## config.mk

```make
export PLATFORM = sky130hd
export DESIGN_NAME = aes_inv_cipher_ctrl
export DESIGN_NICKNAME = d
export VERILOG_FILES = /design/src/rtl/aes_pkg.sv /design/src/rtl/aes_inv_cipher_ctrl.sv
export SDC_FILE = /design/constraint.sdc
export NUM_CORES = 1
export LEC_CHECK = 0
export ABC_AREA = 0
export CELL_PAD_IN_SITES_DETAIL_PLACEMENT = 0
export CELL_PAD_IN_SITES_GLOBAL_PLACEMENT = 1
export CORE_AREA = 2 2 255 257
export CTS_CLUSTER_SIZE = 40
export DETAILED_ROUTE_END_ITERATION = 16
export DIE_AREA = 0 0 257 259
export GPL_ROUTABILITY_DRIVEN = 0
export GPL_TIMING_DRIVEN = 0
export MAX_ROUTING_LAYER = met4
export PLACE_DENSITY = 0.5
export SLEW_MARGIN = 0
export SYNTH_ARGS = -nofsm -noshare
export SYNTH_HDL_FRONTEND = slang
export SYNTH_SLANG_ARGS = --single-unit
export TNS_END_PERCENT = 30
```

## constraint.sdc

```tcl
create_clock -name clk -period 4.7 [get_ports clk]
set_input_delay 0.705 -clock clk [delete_from_list [all_inputs] [get_ports clk]]
set_output_delay 0.705 -clock clk [all_outputs]
set_load 0.1 [all_outputs]
```

## src/rtl/aes_pkg.sv

```systemverilog
// Shared types and helpers for the AES inverse-cipher sequencer and its neighbours.
// Blocks are big-endian by byte: byte 0 occupies [127:120].
package aes_pkg;

    localparam int NR_128 = 10;
    localparam int NR_192 = 12;
    localparam int NR_256 = 14;

    typedef enum logic [1:0] {
        IDLE  = 2'd0,
        ROUND = 2'd1,
        DONE  = 2'd2
    } ctrl_state_e;

    typedef logic [127:0] block_t;

    function automatic logic [7:0] get_byte(input block_t b, input int i);
        return b[127 - 8*i -: 8];
    endfunction

    function automatic block_t set_byte(input block_t b, input int i, input logic [7:0] v);
        block_t r;
        r = b;
        r[127 - 8*i -: 8] = v;
        return r;
    endfunction

endpackage

```

## src/rtl/aes_inv_cipher_ctrl.sv

```systemverilog
// Iterative AES inverse-cipher sequencer: owns the state register and round counter,
// steering an external combinational inverse-round datapath one round per clock.
//   state | meaning
//   IDLE  | waiting for ciphertext (needs key_ready)
//   ROUND | one inverse round per clock, rk_idx = cnt counting down to 0
//   DONE  | plaintext held on out_data until out_ready
module aes_inv_cipher_ctrl
    import aes_pkg::*;
#(
    parameter int NR = NR_128,
    parameter int CW = 4
) (
    input  logic          clk,
    input  logic          rst,
    input  logic          key_ready,
    input  logic          in_valid,
    output logic          in_ready,
    input  block_t        in_data,
    output logic [CW-1:0] rk_idx,
    input  block_t        rk_data,
    output block_t        dp_state,
    output logic          dp_last,
    input  block_t        dp_result,
    output logic          out_valid,
    input  logic          out_ready,
    output block_t        out_data,
    output logic          busy
);

    if (!(NR == NR_128 || NR == NR_192 || NR == NR_256)) begin : g_bad_nr
        $error("aes_inv_cipher_ctrl: NR must be 10, 12 or 14");
    end
    if ((1 << CW) <= NR) begin : g_bad_cw
        $error("aes_inv_cipher_ctrl: CW too narrow to hold NR");
    end

    ctrl_state_e   state_q, state_d;
    block_t        blk_q, blk_d;
    logic [CW-1:0] cnt_q, cnt_d;
    logic          accept;

    assign in_ready  = ~rst & key_ready &
                       ((state_q == IDLE) | ((state_q == DONE) & out_ready));
    assign accept    = in_valid & in_ready;
    assign rk_idx    = (state_q == ROUND) ? cnt_q : CW'(NR);
    assign dp_last   = (state_q == ROUND) && (cnt_q == '0);
    assign dp_state  = blk_q;
    assign out_data  = blk_q;
    assign out_valid = (state_q == DONE);
    assign busy      = (state_q != IDLE);

    always_ff @(posedge clk or posedge rst) begin
        if (rst) begin
            state_q <= IDLE;
            blk_q   <= '0;
            cnt_q   <= '0;
        end else begin
            state_q <= state_d;
            blk_q   <= blk_d;
            cnt_q   <= cnt_d;
        end
    end

    always_comb begin
        state_d = state_q;
        blk_d   = blk_q;
        cnt_d   = cnt_q;
        case (state_q)
            IDLE: ;
            ROUND: begin
                blk_d = dp_result;
                if (cnt_q == '0) state_d = DONE;
                else             cnt_d   = cnt_q - CW'(1);
            end
            DONE: if (out_ready) state_d = IDLE;
            default: state_d = IDLE;
        endcase
        // Accept overrides: in DONE this consumes the output and loads the next block together.
        if (accept) begin
            blk_d   = in_data ^ rk_data;
            cnt_d   = CW'(NR - 1);
            state_d = ROUND;
        end
    end

endmodule
```

**After elaboration in Yosys (flattened, before gate mapping)**

Cells that the tools add are included.

- Output and inout bits: 264
- Register bits: 134
- Logic and storage cells: 34

- Muxes and demuxes: 10
- Reductions and logical operators: 7
- Bitwise logic cells: 7
- Equal/unequal tests: 6
- Add/subtract/negate cells: 1

Operator list:

| kind | count |
|---|---|
| two-way mux 128 bit | 2 |
| bitwise XOR 128 bit | 1 |
| two-way mux 4 bit | 4 |
| two-way mux 2 bit | 3 |
| one-hot mux 2 bit (3 select lines) | 1 |
| bitwise AND 1 bit | 4 |
| logical NOT 4 bit | 1 |
| != test 2 bit, second input constant | 2 |
| nonzero test 2 bit | 2 |
| subtractor 4 x 1 -> 4 bit, second input constant | 1 |
| != test 3 x 1 -> 1 bit, second input constant | 1 |
| != test 3 x 2 -> 1 bit, second input constant | 1 |
| AND reduction 3 bit | 1 |
| equality test 2 x 1 -> 1 bit, second input constant | 1 |
| equality test 2 bit, second input constant | 1 |
| logical NOT 2 bit | 1 |
| AND reduction 2 bit | 1 |
| logical AND 1 bit | 1 |
| NOT 1 bit | 1 |
| OR 1 bit | 1 |

**Longest topological paths before layout**

Gate-level depths: netlist of the first run.

- Depth after elaboration: 7
- Mapped depth: 5

**Worst setup path after synthesis of the first run**

No wires, ideal clock.

- Kind: input -> register
- Start point: input rst
- End point: register blk_q[53], in the netlist dp_state[53]
- Buffers on the path: 1
- Stages on the path: 4
- Data required time: 4.573 ns
- Setup slack: -0.080 ns
- Data arrival time: 4.653 ns
- Cells stage by stage: inv_1 -> a31oi_4 -> buf_6 -> a221o_2

- Word-level cells in the longest chain between the ends: 5
- Elaborated cells between the ends (all ways): 6
- Those cells by class: mux (1); bitwise (4); reduce/logical (1)

Ends and longest elaborated chain:

| element | line | RTL |
|---|---|---|
| start: declaration | aes_inv_cipher_ctrl.sv:14 | `input logic rst,` |
| NOT 1 bit * | aes_inv_cipher_ctrl.sv:42 | `assign in_ready = ~rst & key_ready &` |
| bitwise AND 1 bit * (2 in series) | aes_inv_cipher_ctrl.sv:42 |  |
| bitwise AND 1 bit * | aes_inv_cipher_ctrl.sv:44 | `assign accept = in_valid & in_ready;` |
| two-way mux 128 bit or nonzero test 2 bit (tied branches) | - |  |
| end signal: assignment | aes_inv_cipher_ctrl.sv:59 | `blk_q <= blk_d;` |
| end: declaration | aes_inv_cipher_ctrl.sv:38 | `block_t blk_q, blk_d;` |

Mark *: on every way between the ends. The rest lies on a longest branch, timed or not.
A chain may end at the register's enable or synchronous reset.

**Worst setup path in the final report of the first run**

- Start point: input out_ready
- End point: output in_ready

- Word-level cells in the longest chain between the ends: 3

Ends and longest elaborated chain:

| element | line | RTL |
|---|---|---|
| start: declaration | aes_inv_cipher_ctrl.sv:25 | `input logic out_ready,` |
| bitwise AND 1 bit | aes_inv_cipher_ctrl.sv:43 | `((state_q == IDLE) \| ((state_q == DONE) & out_ready));` |
| OR 1 bit | aes_inv_cipher_ctrl.sv:43 |  |
| bitwise AND 1 bit | aes_inv_cipher_ctrl.sv:42 |  |
| end: declaration | aes_inv_cipher_ctrl.sv:17 | `output logic in_ready,` |

No other way between the ends.

==> reports/results.ini, run 1 <==
[logic_synthesis]
synth.distinct_cells=34
yosys_warn_count=0
synth_cells=727
synth.cell_area_um2=8430
proportion_of_synthesized_chip_area_in_sequential_cells_pct=39.8
ys_ff_latch=134
async_reset_ff_share_pct=100
synth.avg_cell_area_um2=11.6
number_of_synthesized_flops_with_an_enable_pin=0
synth_nets=1117
postSynth.topFlopCell=sky130_fd_sc_hd__dfrtp_1

[cells_and_area]
nNetsFinal=1792
layout.cells.most_common=sky130_fd_sc_hd__clkdlybuf4s50_1
layout.core_utilization_pct=26.1
mostFrequentLayoutCells=652 x sky130_fd_sc_hd__clkdlybuf4s50_1, 154 x sky130_fd_sc_hd__mux2i_1, 134 x sky130_fd_sc_hd__dfrtp_1, 132 x sky130_fd_sc_hd__buf_4, 128 x sky130_fd_sc_hd__xnor2_1
area_delta_synth_final_pct=98.2
drive_above_1_share_pct=17.8
final-instance-count-excl-fill=2271

[die]
placement_rows=93
start_util_pct=13.2
die-area_um2=66600
die_h_um=259
floorplan.core_area_um2=63900
pin_count=653
fp.dieW_um=257

[critical_path]
r2r_cells=5
crit_arrival_ns=3.19
timing.rr.start=state_q[0]
worstReg2RegEnd=dp_state[72]
crit_startpoint=out_ready
path_class=in2out
rrSetupSlack_ns=2.83
cp-start-kind=primary input
cp_max_fo=3
required_time_at_the_endpoint_of_the_critical_path_ns=3.99
critPathCapture=in_ready
worstSetupEndpointType=primary output

[worst_hold_path]
hold_path_startpoint=dp_state[44]
min-delay-path-class=reg2reg

[global_route]
grt_max_degree=37
grt_overflow_total=0
globalRouteTotalUtil_pct=13.0
first_global_vias=8654
wire_length_of_the_first_global_routing_pass_um=60900
number_of_antenna_violations_at_the_first_check_in_global_routing=3

[sta]
skew_ns=0.0153
layout_worst_path_cycle_share_pct=82.9
setup_violations=0
slew-limit-headroom_pct=21.7
rsz0062_at_grt=no
fin_tns_setup_ns=0
max_freq_mhz=257
hold_violations=0
worstMarginPinSlew_ns=1.17
final_critical_path_time_including_i_o_delays_and_setup_ns=3.89
number_of_pins_with_negative_max_slew_slack_in_the_final_report=0

[clocking]
post_cts_buffers=0
clk-insertion-delay-late_ns=0.47
holdBufCountCts=0
cts_tree=built
cts.path.max_buffers=2
clock_tree.htree_level_count=4
cts_resized=0
clk_root_buffer_cell=sky130_fd_sc_hd__clkbuf_16
cts_buf_count=17
clock_pin_slew_on_the_worst_setup_and_hold_paths_ns=0.06
sink_count_of_the_clock_tree=134

[detailed_routing]
totalWireLength_um=42500
via_per_inst=3.49
first_iter_violations=228
drtAntennaViolNets=0
detailroute.via_count=7932
average_wire_per_standard_cell_um=18.7
drt-pass1-iter-count=4
drc=0

[place]
place.detailed.hpwl_um=35000
numPlacedInstances=2238
port_buffers=652

[outcome]
status=completed

[flow_run]
maxCapViolations=0

## how the worst min path moves through the flow
stage	to	slack, ns	depth (start not counted)
global route	dp_state[8]	0.56	1
CTS	dp_state[8]	0.55	1
finish	dp_state[44]	0.54	1
floorplan	cnt_q[3]	0.51	2
detailed placement	dp_state[33]	0.53	1
global placement	dp_state[110]	0.53	1
## final cells by class
type                    count  area [um^2]
repair buffers            656         6610
inverters                   5         22.5
fillers                  6673        47200
plain buffers             170         1330
diodes                      4         10.0
well taps                 855         1070
clock buffers              20          457
multi-input cells         418         3730
flip-flops and latches    134         3350
clock inverters             9          129
## cells by family (layout without fill, tap and decap cells)
family / Yosys count / in the layout / synth area share, %
compound gates: 60 / 60 / 7.56
xor+xnor: 128 / 128 / 13.3
fa+ha+maj: 1 / 1 / 0.148
buf+inv: 175 / 860 / 16.0
flops: 134 / 134 / 39.8
mux: 154 / 154 / 18.3
other cells: 0 / 4 / 0
simple gates: 75 / 75 / 4.94
## worst max-delay path: stages
cell and delay (ns):
sky130_fd_sc_hd__clkdlybuf4s50_1 0.57, sky130_fd_sc_hd__nand2b_1 0.29, sky130_fd_sc_hd__nand2_1 0.08, sky130_fd_sc_hd__nor3_1 0.29, sky130_fd_sc_hd__clkdlybuf4s50_1 1.25
## flip-flops by register name (all words and copies together), names as in the netlist
register / cells
state_q: 2
cnt_q: 4
dp_state: 128
## metal layers
metal / wire (um) / GRT usage [%]
met1: 16300 / 13.8
met2: 22500 / 23.1
met3: 2920 / 4.11
met4: 760 / 4.09
met5: 0 / -
## per-stage QoR
stage | area, um^2 | hold WS (ns) | worst slack, ns
2_1_floorplan | 8430 | 0.507 | 1.03
3_3_place_gp | 16000 | 0.525 | -1.74
3_5_place_dp | 16100 | 0.530 | 0.650
4_1_cts | 16700 | 0.549 | 0.649
5_1_grt | 16700 | 0.556 | 0.623
6_report | 16700 | 0.542 | 0.805
## synth_stat cells, drive strengths merged, types with 2 or more instances
library cell  instances  area [um^2]
inv                   5         18.8
buf                 170         1330
xnor2               128         1120
nor3                 52          260
mux2i               154         1540
nand3                 4         20.0
nand2b                3         18.8
and2b                 2         16.3
dfrtp               134         3350
o21ai                 4         20.0
a221o                51          564
nand2                 2         7.51
nor2                  2         7.51
Power of run 1 is left out: the tool's default activity adds up to more than one toggle a clock period on the data nets, which glitch-free logic cannot reach.
==> run 2: changes to the inputs <==
- clock period: 4.7 -> 3.73 ns (I/O delays scaled with it)
==> reports/results.ini, run 2 (synthesis gave the netlist of run 1 again) <==
[global_route]
globalRouteTotalUtil_pct=13.0  ; about the same
grt_max_degree=37  ; unchanged
wire_length_of_the_first_global_routing_pass_um=60900  ; about the same
grt_overflow_total=0  ; unchanged
number_of_antenna_violations_at_the_first_check_in_global_routing=3  ; unchanged
first_global_vias=8654  ; unchanged

[clocking]
clk_root_buffer_cell=sky130_fd_sc_hd__clkbuf_16  ; unchanged
clock_pin_slew_on_the_worst_setup_and_hold_paths_ns=0.07  ; was 0.06 ns
clk-insertion-delay-late_ns=0.47  ; about the same
cts_buf_count=17  ; unchanged
sink_count_of_the_clock_tree=134  ; unchanged
post_cts_buffers=0  ; unchanged
clock_tree.htree_level_count=4  ; unchanged
cts_tree=built  ; unchanged
cts.path.max_buffers=2  ; unchanged

[detailed_routing]
totalWireLength_um=42500  ; unchanged
detailroute.via_count=7932  ; unchanged
average_wire_per_standard_cell_um=18.7  ; unchanged
drt-pass1-iter-count=4  ; unchanged
drtAntennaViolNets=0  ; unchanged
drc=0  ; unchanged
via_per_inst=3.49  ; unchanged
first_iter_violations=228  ; unchanged

[sta]
skew_ns=0.0153  ; unchanged
setup_violations=0  ; unchanged
rsz0062_at_grt=no  ; unchanged
hold_violations=0  ; unchanged
layout_worst_path_cycle_share_pct=93.1
worstMarginPinSlew_ns=1.15  ; was 1.17 ns
number_of_pins_with_negative_max_slew_slack_in_the_final_report=0  ; unchanged
max_freq_mhz=288
final_critical_path_time_including_i_o_delays_and_setup_ns=3.47
slew-limit-headroom_pct=23.5  ; was 21.7%

[place]
numPlacedInstances=2238  ; unchanged
port_buffers=652  ; unchanged
place.detailed.hpwl_um=35000  ; unchanged

[critical_path]
cpLargestDelayFamily=buffers and inverters  ; unchanged
rrSetupSlack_ns=1.86  ; was 2.83 ns
timing.rr.start=state_q[0]  ; unchanged
crit_buf_inv=2  ; unchanged
path_class=reg2out  ; was in2out
cp_max_fo=10  ; was 3
path_cells=nor2b_4, buf_2, nand2_1, clkdlybuf4s50_1  ; was clkdlybuf4s50_1, nand2b_1, nand2_1, nor3_1, clkdlybuf4s50_1
cp-start-kind=flop  ; was primary input
crit_arrival_ns=2.91  ; was 3.19 ns
worstReg2RegEnd=dp_state[72]  ; unchanged
required_time_at_the_endpoint_of_the_critical_path_ns=3.17  ; was 3.99 ns
worstSetupEndpointType=primary output  ; unchanged
critical_path.max_stage_delay_ns=1.04  ; was 1.25 ns
slowest_stage=sky130_fd_sc_hd__clkdlybuf4s50_1  ; unchanged
r2r_cells=5  ; unchanged

[worst_hold_path]
min-delay-path-class=in2async  ; was reg2reg

[cells_and_area]
mostFrequentLayoutCells=649 x sky130_fd_sc_hd__clkdlybuf4s50_1, 154 x sky130_fd_sc_hd__mux2i_1, 134 x sky130_fd_sc_hd__dfrtp_1, 132 x sky130_fd_sc_hd__buf_4, 128 x sky130_fd_sc_hd__xnor2_1  ; was 652 x sky130_fd_sc_hd__clkdlybuf4s50_1, 154 x sky130_fd_sc_hd__mux2i_1, 134 x sky130_fd_sc_hd__dfrtp_1, 132 x sky130_fd_sc_hd__buf_4, 128 x sky130_fd_sc_hd__xnor2_1
area_delta_synth_final_pct=98.2  ; about the same
nNetsFinal=1792  ; unchanged
layout.filler_cells=6674  ; was 6673
layout.cells.most_common=sky130_fd_sc_hd__clkdlybuf4s50_1  ; unchanged
footprint_of_the_multi_input_gates_um2=3730  ; unchanged
drive_above_1_share_pct=17.8  ; unchanged
flip_flop_count_of_the_largest_register_after_layout=128  ; unchanged
final-instance-count-excl-fill=2271  ; unchanged
ff_latch_area_um2=3350  ; unchanged

[die]
die_h_um=259  ; unchanged
placement_rows=93  ; unchanged
start_util_pct=13.2  ; unchanged
floorplan.core_area_um2=63900  ; unchanged
die-area_um2=66600  ; unchanged
pin_count=653  ; unchanged
fp.dieW_um=257  ; unchanged

[outcome]
status=completed  ; unchanged

[flow_run]
maxCapViolations=0  ; unchanged

==> run 2: cell types whose count changed in the layout (fill, tap and decap cells not counted), sizes merged <==
cell / delta
clkdlybuf4s50: -3
dlygate4sd2: +3
==> run 2: cell type report <==
cell class / instances / share of cell area [%]
Inverter: 5 / 0.135
Sequential cell: 134 / 20.1
Buffer: 170 / 7.94
Clock buffer: 20 / 2.73
Tap cell: 855 / 6.41
Timing Repair Buffer: 656 / 39.5
Clock inverter: 9 / 0.772
Antenna cell: 4 / 0.0599
Multi-Input combinational cell: 418 / 22.3
==> run 2: timing repair <==
item / in CTS / in global routing
gates resized for setup: 3 / 0
hold buffers: 0 / 0
endpoints found under the setup margin: 3 / 0
==> run 2: worst max-delay path by stage <==
stage | from | end | slack [ns] | cells after the start
6_report | state_q[0] | rk_idx[1] | 0.26 | 4
5_1_grt | state_q[0] | rk_idx[1] | 0.02 | 4
4_1_cts | state_q[0] | rk_idx[1] | 0.07 | 4
3_5_place_dp | out_ready | in_ready | -0.03 | 5
3_3_place_gp | rst | dp_state[106] | -2.56 | 5
2_1_floorplan | rst | dp_state[53] | 0.22 | 4
==> run 2: metal layers <==
metal,vias up,global-route usage [%],part of all wire [%]
met5,-,-,0
met2,360,23.1,53
met1,3736,13.8,38
met3,38,4.12,6.9
li1,3798,-,-
met4,0,4.09,1.8
==> run 2: metrics by stage <==
stage | setup slack [ns] | util [%] | instance area [um^2] | hold slack (ns) | TNS [ns]
after CTS | 0.0672 | 26.1 | 16700 | 0.412 | 0
after floorplan | 0.215 | - | 8430 | 0.507 | 0
after global placement | -2.56 | 25.1 | 16000 | 0.525 | -337.23
after global routing | 0.0249 | 26.1 | 16700 | 0.446 | 0
after detailed placement | -0.0292 | 25.2 | 16100 | 0.530 | -0.0292
final | 0.259 | 26.1 | 16700 | 0.466 | 0
Power of run 2 is left out for the same reason.
